--- config.mk ---
export PLATFORM = sky130hd
export DESIGN_NAME = store_buffer
export DESIGN_NICKNAME = d
export VERILOG_FILES = /design/src/rtl/riscv_pkg.sv /design/src/rtl/store_lane_format.sv /design/src/rtl/store_buffer.sv
export SDC_FILE = /design/constraint.sdc
export NUM_CORES = 1
export LEC_CHECK = 0
export CELL_PAD_IN_SITES_DETAIL_PLACEMENT = 1
export CELL_PAD_IN_SITES_GLOBAL_PLACEMENT = 1
export CORE_ASPECT_RATIO = 1.5
export CORE_MARGIN = 10
export CORE_UTILIZATION = 25
export DETAILED_ROUTE_END_ITERATION = 10
export GPL_TIMING_DRIVEN = 0
export PLACE_DENSITY = 0.62
export SYNTH_ARGS = -nofsm -noshare
export SYNTH_HDL_FRONTEND = slang
export SYNTH_HIERARCHICAL = 1
export SYNTH_SLANG_ARGS = --single-unit
--- constraint.sdc ---
create_clock -name clk -period 4.1 [get_ports clk]
set_input_delay 0.82 -clock clk [delete_from_list [all_inputs] [get_ports clk]]
set_output_delay 0.82 -clock clk [all_outputs]
set_load 0.02 [all_outputs]
--- src/rtl/riscv_pkg.sv ---
// Shared store-path definitions: funct3 store encodings, lane count and the
// buffered store entry layout.
package riscv_pkg;
  localparam int XLEN   = 32;
  localparam int NLANES = 4;

  localparam logic [2:0] F3_SB = 3'b000;
  localparam logic [2:0] F3_SH = 3'b001;
  localparam logic [2:0] F3_SW = 3'b010;

  typedef struct packed {
    logic [XLEN-1:0]   addr;
    logic [XLEN-1:0]   data;
    logic [NLANES-1:0] strb;
  } store_entry_t;
endpackage

--- src/rtl/store_lane_format.sv ---
// Turns a raw store request into a word-aligned, lane-replicated, byte-strobed
// write and flags addresses that do not fit the requested width.
module store_lane_format
  import riscv_pkg::*;
#(
  parameter int AW = 32
) (
  input  logic [2:0]        funct3,
  input  logic [AW-1:0]     addr,
  input  logic [31:0]       wdata,
  output logic [AW-1:0]     word_addr,
  output logic [31:0]       lane_data,
  output logic [NLANES-1:0] strb,
  output logic              misaligned
);
  logic [1:0] off;

  assign off       = addr[1:0];
  assign word_addr = {addr[AW-1:2], 2'b00};

  always_comb begin
    lane_data  = '0;
    strb       = '0;
    misaligned = 1'b1;
    unique case (funct3)
      F3_SB: begin
        lane_data  = {4{wdata[7:0]}};
        strb       = 4'b0001 << off;
        misaligned = 1'b0;
      end
      F3_SH: begin
        lane_data  = {2{wdata[15:0]}};
        strb       = off[1] ? 4'b1100 : 4'b0011;
        misaligned = off[0];
      end
      F3_SW: begin
        lane_data  = wdata;
        strb       = 4'b1111;
        misaligned = (off != 2'b00);
      end
      default: begin
        misaligned = 1'b1;
      end
    endcase
  end
endmodule

--- src/rtl/store_buffer.sv ---
// Small FIFO of formatted stores draining to data memory over valid/ready,
// with youngest-wins byte forwarding to loads.
module store_buffer
  import riscv_pkg::*;
#(
  parameter int DEPTH = 4,
  parameter int AW    = 32,
  parameter int DW    = 32
) (
  input  logic                       clk,
  input  logic                       rst_n,
  input  logic                       MemWrite,
  input  logic [2:0]                 funct3,
  input  logic [AW-1:0]              ALUResult,
  input  logic [DW-1:0]              WriteData,
  output logic                       StoreReady,
  output logic                       MisalignErr,
  output logic [$clog2(DEPTH+1)-1:0] Count,
  output logic                       Empty,
  input  logic [AW-1:0]              LoadAddr,
  output logic [NLANES-1:0]          FwdMask,
  output logic [DW-1:0]              FwdData,
  output logic                       MemWrValid,
  output logic [AW-1:0]              MemWrAddr,
  output logic [DW-1:0]              MemWrData,
  output logic [NLANES-1:0]          MemWrStrb,
  input  logic                       MemWrReady
);
  localparam int PW = (DEPTH > 1) ? $clog2(DEPTH) : 1;
  localparam int CW = $clog2(DEPTH+1);

  store_entry_t      mem_reg [DEPTH];
  logic [PW-1:0]     rd_ptr_reg, wr_ptr_reg;
  logic [CW-1:0]     count_reg, count_next;
  logic              empty_reg;
  logic              err_reg;
  logic              full;
  logic              push, pop;

  logic [AW-1:0]     fmt_addr;
  logic [31:0]       fmt_data;
  logic [NLANES-1:0] fmt_strb;
  logic              fmt_mis;
  store_entry_t      new_entry;
  store_entry_t      head;

  store_lane_format #(.AW(AW)) u_format (
    .funct3     (funct3),
    .addr       (ALUResult),
    .wdata      (WriteData[31:0]),
    .word_addr  (fmt_addr),
    .lane_data  (fmt_data),
    .strb       (fmt_strb),
    .misaligned (fmt_mis)
  );

  assign new_entry.addr = XLEN'(fmt_addr);
  assign new_entry.data = fmt_data;
  assign new_entry.strb = fmt_strb;

  assign full       = (count_reg == CW'(DEPTH));
  assign StoreReady = !full;
  // A full buffer refuses pushes even if the head drains on the same edge.
  assign push       = MemWrite && !full && !fmt_mis;
  assign pop        = !empty_reg && MemWrReady;

  always_comb begin
    count_next = count_reg;
    unique case ({push, pop})
      2'b10:   count_next = count_reg + 1'b1;
      2'b01:   count_next = count_reg - 1'b1;
      default: count_next = count_reg;
    endcase
  end

  always_ff @(posedge clk or negedge rst_n) begin
    if (!rst_n) begin
      rd_ptr_reg <= '0;
      wr_ptr_reg <= '0;
      count_reg  <= '0;
      empty_reg  <= 1'b1;
      err_reg    <= 1'b0;
      for (int i = 0; i < DEPTH; i++) mem_reg[i] <= '0;
    end else begin
      if (push) begin
        mem_reg[wr_ptr_reg] <= new_entry;
        wr_ptr_reg          <= wr_ptr_reg + 1'b1;
      end
      if (pop) rd_ptr_reg <= rd_ptr_reg + 1'b1;
      count_reg <= count_next;
      empty_reg <= (count_next == '0);
      err_reg   <= MemWrite && fmt_mis;
    end
  end

  assign head        = mem_reg[rd_ptr_reg];
  assign MemWrValid  = !empty_reg;
  assign MemWrAddr   = AW'(head.addr);
  assign MemWrData   = DW'(head.data);
  assign MemWrStrb   = head.strb;
  assign Count       = count_reg;
  assign Empty       = empty_reg;
  assign MisalignErr = err_reg;

  // Walk oldest to youngest so younger matching entries overwrite older lanes.
  always_comb begin
    logic [PW-1:0] idx;
    logic [AW-1:0] eaddr;
    FwdMask = '0;
    FwdData = '0;
    idx     = '0;
    eaddr   = '0;
    for (int k = 0; k < DEPTH; k++) begin
      idx   = rd_ptr_reg + PW'(k);
      eaddr = AW'(mem_reg[idx].addr);
      if ((CW'(k) < count_reg) && (eaddr[AW-1:2] == LoadAddr[AW-1:2])) begin
        for (int l = 0; l < NLANES; l++) begin
          if (mem_reg[idx].strb[l]) begin
            FwdMask[l]        = 1'b1;
            FwdData[8*l +: 8] = mem_reg[idx].data[8*l +: 8];
          end
        end
      end
    end
  end
endmodule

Yosys cells after proc, flatten, opt, wreduce, memory -nomap -nowiden
Index checks and enable logic that the tools add are counted.
Widths: inputs -> output; s select.

operators by class
  $add $sub $neg = 6
  shift-type cells = 1
  magnitude comparators = 10
  bitwise logic cells = 5
  eq/ne operators = 9
  reductions and logical operators = 15
  mux-type cells = 60

operators with widths
  kind                 number
  $mux 68              9
  $bmux 68 s2          4
  $bwmux 272           1
  $demux 68 s2         1
  $mux 32              4
  $mux 8               16
  $eq 30x30->1         4
  $pmux 32 s3          1
  $mux 4               5
  $mux 1               16
  $ge 3x3->1 const B   5
  $not 2->3            5
  $pmux 4 s3           1
  $logic_and 1x1->1    9
  $logic_not 3->1      2
  $lt 1x3->1 const A   2
  $lt 2x3->1 const A   2
  $pmux 3 s2           1
  $add 2x1->2 const B  2
  $add 2x2->2 const B  2
  $shl 1x2->4 const A  1
  $add 3x1->3 const B  1
  $eq 3x1->1 const B   1
  $eq 3x2->1 const B   1
  other kinds (8)      10

word-level totals
  output and inout bits = 111
  word-level logic and storage cells = 123
  bits of input ports = 103
  register bits = 281

Depth between registers and ports, before layout
Gate-level depths: netlist of the first run.

  depth in word-level cells = 13
  mapped depth = 15
  mapped depth without buffers = 11

Modules after synthesis
The synthesis of the first run kept the hierarchy.

modules (own cells, without submodules)
  module             area each (um2)  cells each  sequential area each (um2)  instances
  store_buffer       20428.3          1861        7033.0                      1
  store_lane_format  800.8            134         0.0                         1

Worst setup path before layout of the first run
Ideal clock, no wire load.

  path type = input-to-output
  from = in LoadAddr[20]
  to = out FwdData[16]
  buffers on the path = 2
  cell stages on the path = 9
  slack = -0.390 ns
  arrival = 3.670 ns
  data required time = 3.280 ns
  cell sequence = clkbuf_1 -> xnor2_1 -> or3_1 -> a2111oi_0 -> nand2_1 -> nor3b_1 -> buf_2 -> o31ai_1 -> a32oi_1

on the way
  word-level cells in the longest chain between the ends = 9
  elaborated cells between the ends (all ways) = 15
  those cells by class = 4 x eq/ne; 7 x mux; 4 x reduce/logical

ends and longest elaborated chain
  item               RTL line             text
  from (decl)        store_buffer.sv:20   input logic [AW-1:0] LoadAddr,
  $eq 30x30->1       store_buffer.sv:116  if ((CW'(k) < count_reg) && (eaddr[AW-1:2] == LoadAddr[AW-1:2])) begin
  $logic_and 1x1->1  store_buffer.sv:116
  $mux 32            store_buffer.sv:116
  $mux 8             store_buffer.sv:118  if (mem_reg[idx].strb[l]) begin
  $mux 32            store_buffer.sv:116
  $mux 8             store_buffer.sv:118
  $mux 32            store_buffer.sv:116
  $mux 8             store_buffer.sv:118
  $mux 32 (*)        store_buffer.sv:116
  to (decl)          store_buffer.sv:22   output logic [DW-1:0] FwdData,

Mark *: on every way between the ends. The rest lies on a longest branch, timed or not.

Worst setup path after layout of the first run
  from = reg rd_ptr_reg[1]
  to = out FwdData[2]

on the way
  word-level cells in the longest chain between the ends = 13
  elaborated cells between the ends (all ways) = 35
  those cells by class = 3 x add/sub; 4 x eq/ne; 20 x mux; 4 x bitwise; 4 x reduce/logical

ends and longest elaborated chain
  item                                                  RTL line             text
  from (decl)                                           store_buffer.sv:33   logic [PW-1:0] rd_ptr_reg, wr_ptr_reg;
  from (signal assigned)                                store_buffer.sv:89   if (pop) rd_ptr_reg <= rd_ptr_reg + 1'b1;
  branches (longest 12 deep; another with $add 2x1->2)  --
  $mux 32 (*)                                           store_buffer.sv:116

Every way passes the cells marked *. The select of a mux whose other input is x is not followed.

==> out/results.ini, run 1 <==
[detailed_routing]
detail-route-antenna-nets = 0
drcViolationCount = 0
dr.first_iter.drc_count = 1344
wirelength_um = 112000
num_vias = 19700
wirelength_per_cell_um = 32.0
dr.pass1.iters = 5
avgViaCountPerCell = 5.62

[sta]
hold_violations = 0
setup_ws_ns = -1.37
fin_skew_ns = 0.0273
timing.final.setup_violations = 65
fin_setup_tns_ns = -48.53
final_min_period_over_clock_period_pct = 133
rsz0062_at_grt = yes
final_period_minus_worst_setup_slack_ns = 5.47
slew_violations = 0
hold_ws_ns = 0.245
fmax_mhz = 183
max_slew_margin_pct = 30.0
worst_slew_pin_slew_ns = 1.05

[synth]
synth-edff-count = 0
synth_ff_type = sky130_fd_sc_hd__dfrtp_1
ys.warnings.count = 6
synthArstFlopShare_pct = 100
ys_ff_latch = 281
synthesized_instance_count = 1995
mean_instance_size_in_the_synthesized_netlist_sq_um = 10.6
synth.cell_area_sq_um = 21200
ys_seq_area_share_pct = 33.1
count_of_distinct_cell_types_in_the_synthesized_netlist = 81

[die]
fp.dieW_um = 258
top_level_ports = 214
floorplan.die_area_sq_um = 97200
starting_density_of_the_core_pct = 25.3
die_y_um = 377
core_region_area_sq_um = 83900
fp-row-count = 130

[setup_path]
worst-endpoint-required_ns = 3.28
timing.critical_path.arrival_ns = 4.65
worst-path-max-fanout = 6
reg2reg_depth = 9
r2r_setup_slack_ns = 1.10
cp-end-kind = output port
r2r_start = Count[0]$_DFF_PN0_
rr_endpoint = mem_reg[114]$_DFFE_PN0P_
type_of_origin_of_the_critical_path = flip-flop
timing.setup.critical_path_class = flip-flop to output port

[place]
detailedPlacementHpwl_um = 81900
placed_cell_area_sq_um = 24600
portBuffers = 156
gp_congestion = 0.993

[layout]
flow.area_growth_from_synthesis_pct = 42.9
final_layout_size_suffix_gt1_share_pct = 46.7
number_of_flip_flops_in_the_largest_register = 272
fin_area_sq_um = 30300
layout.core_utilization_pct = 36.2
finalNetCount = 2474
layout_common_cells = 323 x sky130_fd_sc_hd__mux2_2, 280 x sky130_fd_sc_hd__dfrtp_1, 187 x sky130_fd_sc_hd__buf_4
final_common_cell = sky130_fd_sc_hd__mux2_2

[run]
cap_violations = 0

[grt]
number_of_antenna_violations_at_the_first_check_in_global_routing = 7
grt_overflow = 0
grt_start_max_net_pins = 114
track_usage_pct = 22.0
grt_first_pass_wirelength_um = 157000
grt_pass1_vias = 21400

[clock_network]
cts.reportedPaths.clkPinSlew_ns = 0.06
cts_htree_levels = 2
clock_latency_ns = 0.59
total_clock_buffers_created_by_cts = 36
cts.sinks = 281
tritoncts_clock_tree = yes
clk_path_buf_depth = 3
clk_root_buffer_cell = sky130_fd_sc_hd__clkbuf_16

[outcome]
status = finished with violations
violations = setup timing

[pwr]
power_density_nw_per_um2 = 930
irDropWorstVdd_v = 0.000644
leakagePower_uw = 0.0123
totalPowerFinal_uw = 28200

[min_path]
min-delay-path-class = input port to asynchronous set/reset pin

[logic make-up after synthesis]
kind of cell | count (synthesis) | synth area share (%)
other | 1 | 0.0177
flip-flops | 281 | 33.1
XOR/XNOR | 98 | 4.04
buffers and inverters | 234 | 5.80
AO/OA/AOI/OAI | 380 | 14.3
adder cells (fa/ha/maj) | 10 | 0.589
multiplexers | 608 | 33.0
AND/OR/NAND/NOR | 383 | 9.12
[area by class of cell]
cell class / count / area (sq um)
fill: 9179 / 53600
multi-input combinational: 1481 / 15200
sequential: 281 / 7030
timing repair buffer: 330 / 3290
buffer: 207 / 2080
tap: 1122 / 1400
clock buffer: 46 / 1020
clock inverter: 19 / 174
inverter: 24 / 97.6
antenna: 3 / 7.51
[Yosys cell counts (all sizes together), types with 4 or more instances]
library cell	instances	area share, %
a2111oi	11	1.0
a211o	24	0.99
a211oi	6	0.21
a21oi	49	1.2
a221oi	9	0.37
a22o	6	0.25
a31oi	6	0.18
a32oi	31	1.3
a41oi	45	1.9
and2	33	0.97
buf	139	4.1
clkbuf	71	1.3
dfrtp	280	33
ha	10	0.59
inv	24	0.42
mux2	324	17
mux2i	243	11
mux4	41	4.3
nand2	135	2.4
nand2b	11	0.32
nand3	32	0.75
nand3b	5	0.18
nand4	10	0.29
nor2	49	0.87
nor2b	34	1.0
nor3	35	0.83
nor3b	4	0.17
nor4	14	0.50
nor4b	4	0.27
o2111ai	16	0.75
o21ai	29	0.68
o221ai	19	0.78
o22ai	25	0.77
o2bb2ai	7	0.29
o31a	21	0.87
o31ai	45	1.6
o32ai	5	0.21
or2	6	0.18
or3	6	0.18
xnor2	82	3.4
xor2	16	0.66
[power by group]
group	total (uW)	switching [uW]	leakage [uW]	internal, uW
combinational	19200	10600	0.00811	8660
clock	3280	1380	0.000599	1900
sequential	5690	1630	0.00362	4060
[worst max-delay path by stage]
| stage | start | to |
|---|---|---|
| floorplan | LoadAddr[20] | FwdData[14] |
| global placement | rst_n | mem_reg[14]$_DFFE_PN0P_ |
| detailed placement | rd_ptr_reg[0]$_DFFE_PN0P_ | FwdData[24] |
| CTS | rd_ptr_reg[1]$_DFFE_PN0P_ | FwdData[0] |
| global route | rd_ptr_reg[1]$_DFFE_PN0P_ | FwdData[2] |
| finish | rd_ptr_reg[1]$_DFFE_PN0P_ | FwdData[2] |
[through the flow]
step | std cells | setup slack, ns
2_1_floorplan | 1996 | -0.127
3_3_place_gp | 3274 | -9.83
3_5_place_dp | 3277 | -2.97
4_1_cts | 3460 | -1.37
5_1_grt | 3512 | -1.46
6_report | 3513 | -1.37
[critical path, cell delays in order (launching register included)]
cell	delay, ns
sky130_fd_sc_hd__dfrtp_1	0.38
sky130_fd_sc_hd__buf_12	0.13
sky130_fd_sc_hd__buf_12	0.13
sky130_fd_sc_hd__buf_16	0.15
sky130_fd_sc_hd__buf_16	0.17
sky130_fd_sc_hd__buf_16	0.17
sky130_fd_sc_hd__mux2i_4	0.32
sky130_fd_sc_hd__o22ai_2	0.12
sky130_fd_sc_hd__nor4_2	0.28
sky130_fd_sc_hd__o221ai_1	0.18
sky130_fd_sc_hd__or4_4	0.63
sky130_fd_sc_hd__buf_12	0.17
sky130_fd_sc_hd__a2111oi_4	0.28
sky130_fd_sc_hd__buf_6	0.19
sky130_fd_sc_hd__buf_12	0.13
sky130_fd_sc_hd__nand3_1	0.09
sky130_fd_sc_hd__a32oi_2	0.32
sky130_fd_sc_hd__buf_4	0.21
[per-layer routing]
metal	part of all wire, %	global-route usage [%]
met2	50	38.9
met3	5.8	3.74
met5	0.043	0
met4	8.3	15.1
met1	36	23.6
[timing repair]
item                                    4_1_cts  5_1_grt
endpoints found under the setup margin      364      201
gates resized for setup                     820      270
buffers inserted                            118       48
pin swaps                                    59       41
gates cloned                                  2        6
hold buffers                                  0        0
No activity file was read; power rests on OpenSTA's default activity.
==> run 2: changes to the inputs <==
- CORE_MARGIN: 10 -> not set
- RECOVER_POWER: not set -> 25
==> out/results.ini, run 2 (synthesis results as in run 1) <==
[outcome]
status = finished with violations
violations = capacitance limit, slew limit, setup timing

[sta]
final_min_period_over_clock_period_pct = 132
fin_skew_ns = 0.0324
slew_violations = 85
worst_slew_pin_slew_ns = 2.15
max_slew_margin_pct = -43.5
hold_violations = 0
rsz0062_at_grt = yes
setup_ws_ns = -1.31
final_period_minus_worst_setup_slack_ns = 5.41
hold_ws_ns = 0.476
fmax_mhz = 185
timing.final.setup_violations = 72

[layout]
flow.area_growth_from_synthesis_pct = 45.6
final_layout_size_suffix_gt1_share_pct = 47.3
multi_input_comb_area_sq_um = 15200
final_common_cell = sky130_fd_sc_hd__mux2_2
layout_common_cells = 322 x sky130_fd_sc_hd__mux2_2, 280 x sky130_fd_sc_hd__dfrtp_1, 182 x sky130_fd_sc_hd__buf_4
n_fill_cell = 9125
number_of_flip_flops_in_the_largest_register = 272
fin_area_sq_um = 30900
layoutNonFillerInstCount = 3538
layout.core_utilization_pct = 36.8
finalNetCount = 2498
ff_latch_area_sq_um = 7030

[setup_path]
timing.setup.critical_path_class = flip-flop to output port
timing.critical_path.arrival_ns = 4.59
type_of_origin_of_the_critical_path = flip-flop
reg2reg_depth = 8
crit_path_cell_chain = buf_12 -> buf_16 -> buf_16 -> buf_16 -> buf_16 -> buf_16 -> buf_12 -> mux2i_1 -> mux2_2 -> xor2_4 -> nand2_1 -> nor4b_4 -> buf_12 -> o2111ai_4 -> buf_6 -> a211o_1 -> a32oi_2 -> buf_4
worst-path-max-fanout = 7
r2r_start = Count[0]$_DFF_PN0_
rr_endpoint = mem_reg[89]$_DFFE_PN0P_
worst-endpoint-required_ns = 3.28
path_depth = 18
critical-path-max-stage-delay_ns = 0.40
r2r_setup_slack_ns = 1.06
worstPathBufferInverterCount = 10
crit_path_top_delay_cell = sky130_fd_sc_hd__dfrtp_1
worst_path_dominant_cell_family = buffers and inverters
cp-end-kind = output port
crit_path_frequent_cell = sky130_fd_sc_hd__buf_16

[die]
fp-row-count = 130
starting_density_of_the_core_pct = 25.3
core_region_area_sq_um = 83900
die_y_um = 359
top_level_ports = 214
fp.dieW_um = 240
floorplan.die_area_sq_um = 86100

[place]
portBuffers = 156
place.detailed.instances = 3276
gp_congestion = 0.968
placed_cell_area_sq_um = 24600
detailedPlacementHpwl_um = 80100

[detailed_routing]
avgViaCountPerCell = 5.71
dr.pass1.iters = 5
drcViolationCount = 0
wirelength_um = 113000
num_vias = 20200
dr.first_iter.drc_count = 1648
wirelength_per_cell_um = 31.9
detail-route-antenna-nets = 0

[clock_network]
cts_htree_levels = 2
cts.reportedPaths.clkPinSlew_ns = 0.07
cts.sinks = 281
postCtsHoldBufs = 0
clk_path_buf_depth = 3
clock_latency_ns = 0.60
clk_root_buffer_cell = sky130_fd_sc_hd__clkbuf_16
total_clock_buffers_created_by_cts = 36
tritoncts_clock_tree = yes

[grt]
track_usage_pct = 25.7
grt_first_pass_wirelength_um = 159000
grt_pass1_vias = 21800
grt_overflow = 0
grt_start_max_net_pins = 109
number_of_antenna_violations_at_the_first_check_in_global_routing = 2

[pwr]
totalPowerFinal_uw = 29300
power_density_nw_per_um2 = 949
leakagePower_uw = 0.0126
irDropWorstVdd_v = 0.000539

[min_path]
hold_depth = 2
hold_path.startpoint = ALUResult[16]
whs_endpoint = mem_reg[52]$_DFFE_PN0P_
min-delay-path-class = input port to flip-flop

[run]
cap_violations = 1

run 2: stage by stage:
step	TNS (ns)	setup WS, ns
after floorplan	-3.47	-0.127
after global routing	-68.46	-1.37
after detailed placement	-460.12	-3.20
after global placement	-3162.36	-9.75
final	-50.42	-1.31
after CTS	-50.70	-1.36
run 2: worst max path at each step:
stage                                     to                       from  slack (ns)
finish                           FwdData[15]  rd_ptr_reg[1]$_DFFE_PN0P_       -1.31
floorplan                        FwdData[14]               LoadAddr[20]       -0.13
CTS                               FwdData[5]  rd_ptr_reg[1]$_DFFE_PN0P_       -1.36
detailed placement               FwdData[12]  rd_ptr_reg[1]$_DFFE_PN0P_       -3.20
global route                     FwdData[15]  rd_ptr_reg[1]$_DFFE_PN0P_       -1.37
global placement    mem_reg[217]$_DFFE_PN0P_                      rst_n       -9.75
run 2: worst register-to-register path, stage by stage, from the launching register on:
cell,delay [ns]
sky130_fd_sc_hd__dfrtp_1,0.47
sky130_fd_sc_hd__inv_1,0.12
sky130_fd_sc_hd__ha_1,0.16
sky130_fd_sc_hd__nand2_1,0.09
sky130_fd_sc_hd__and3b_1,0.19
sky130_fd_sc_hd__clkbuf_1,0.26
sky130_fd_sc_hd__nand2_1,0.40
sky130_fd_sc_hd__buf_1,0.81
sky130_fd_sc_hd__mux2_2,0.43
run 2: power breakdown:
part / internal, uW / total, uW / switching (uW)
Sequential: 4060 / 5680 / 1620
Clock: 2020 / 3440 / 1430
Combinational: 9320 / 20200 / 10900
Total: 15400 / 29300 / 13900
run 2: area by class of cell:
class | count | share of cell area (%)
Buffer | 203 | 6.62
Clock inverter | 17 | 0.749
Antenna cell | 3 | 0.0243
Tap cell | 1122 | 4.54
Multi-Input combinational cell | 1481 | 49.3
Timing Repair Buffer | 358 | 12.4
Sequential cell | 281 | 22.7
Clock buffer | 49 | 3.30
Inverter | 24 | 0.316
run 2: what timing repair did:
| item | CTS | global route |
|---|---|---|
| setup endpoints to repair | 363 | 100 |
| cloned | 8 | 0 |
| setup buffers | 163 | 31 |
| pin swaps | 75 | 49 |
| gates resized for setup | 1056 | 152 |
run 2: layer usage:
metal  part of all wire [%]  track usage (%)  wire length, um
met5                      0                0                0
met2                     49             44.2            55700
met1                     36             27.8            40300
met3                    6.0             4.52             6730
met4                    8.9             19.8            10100
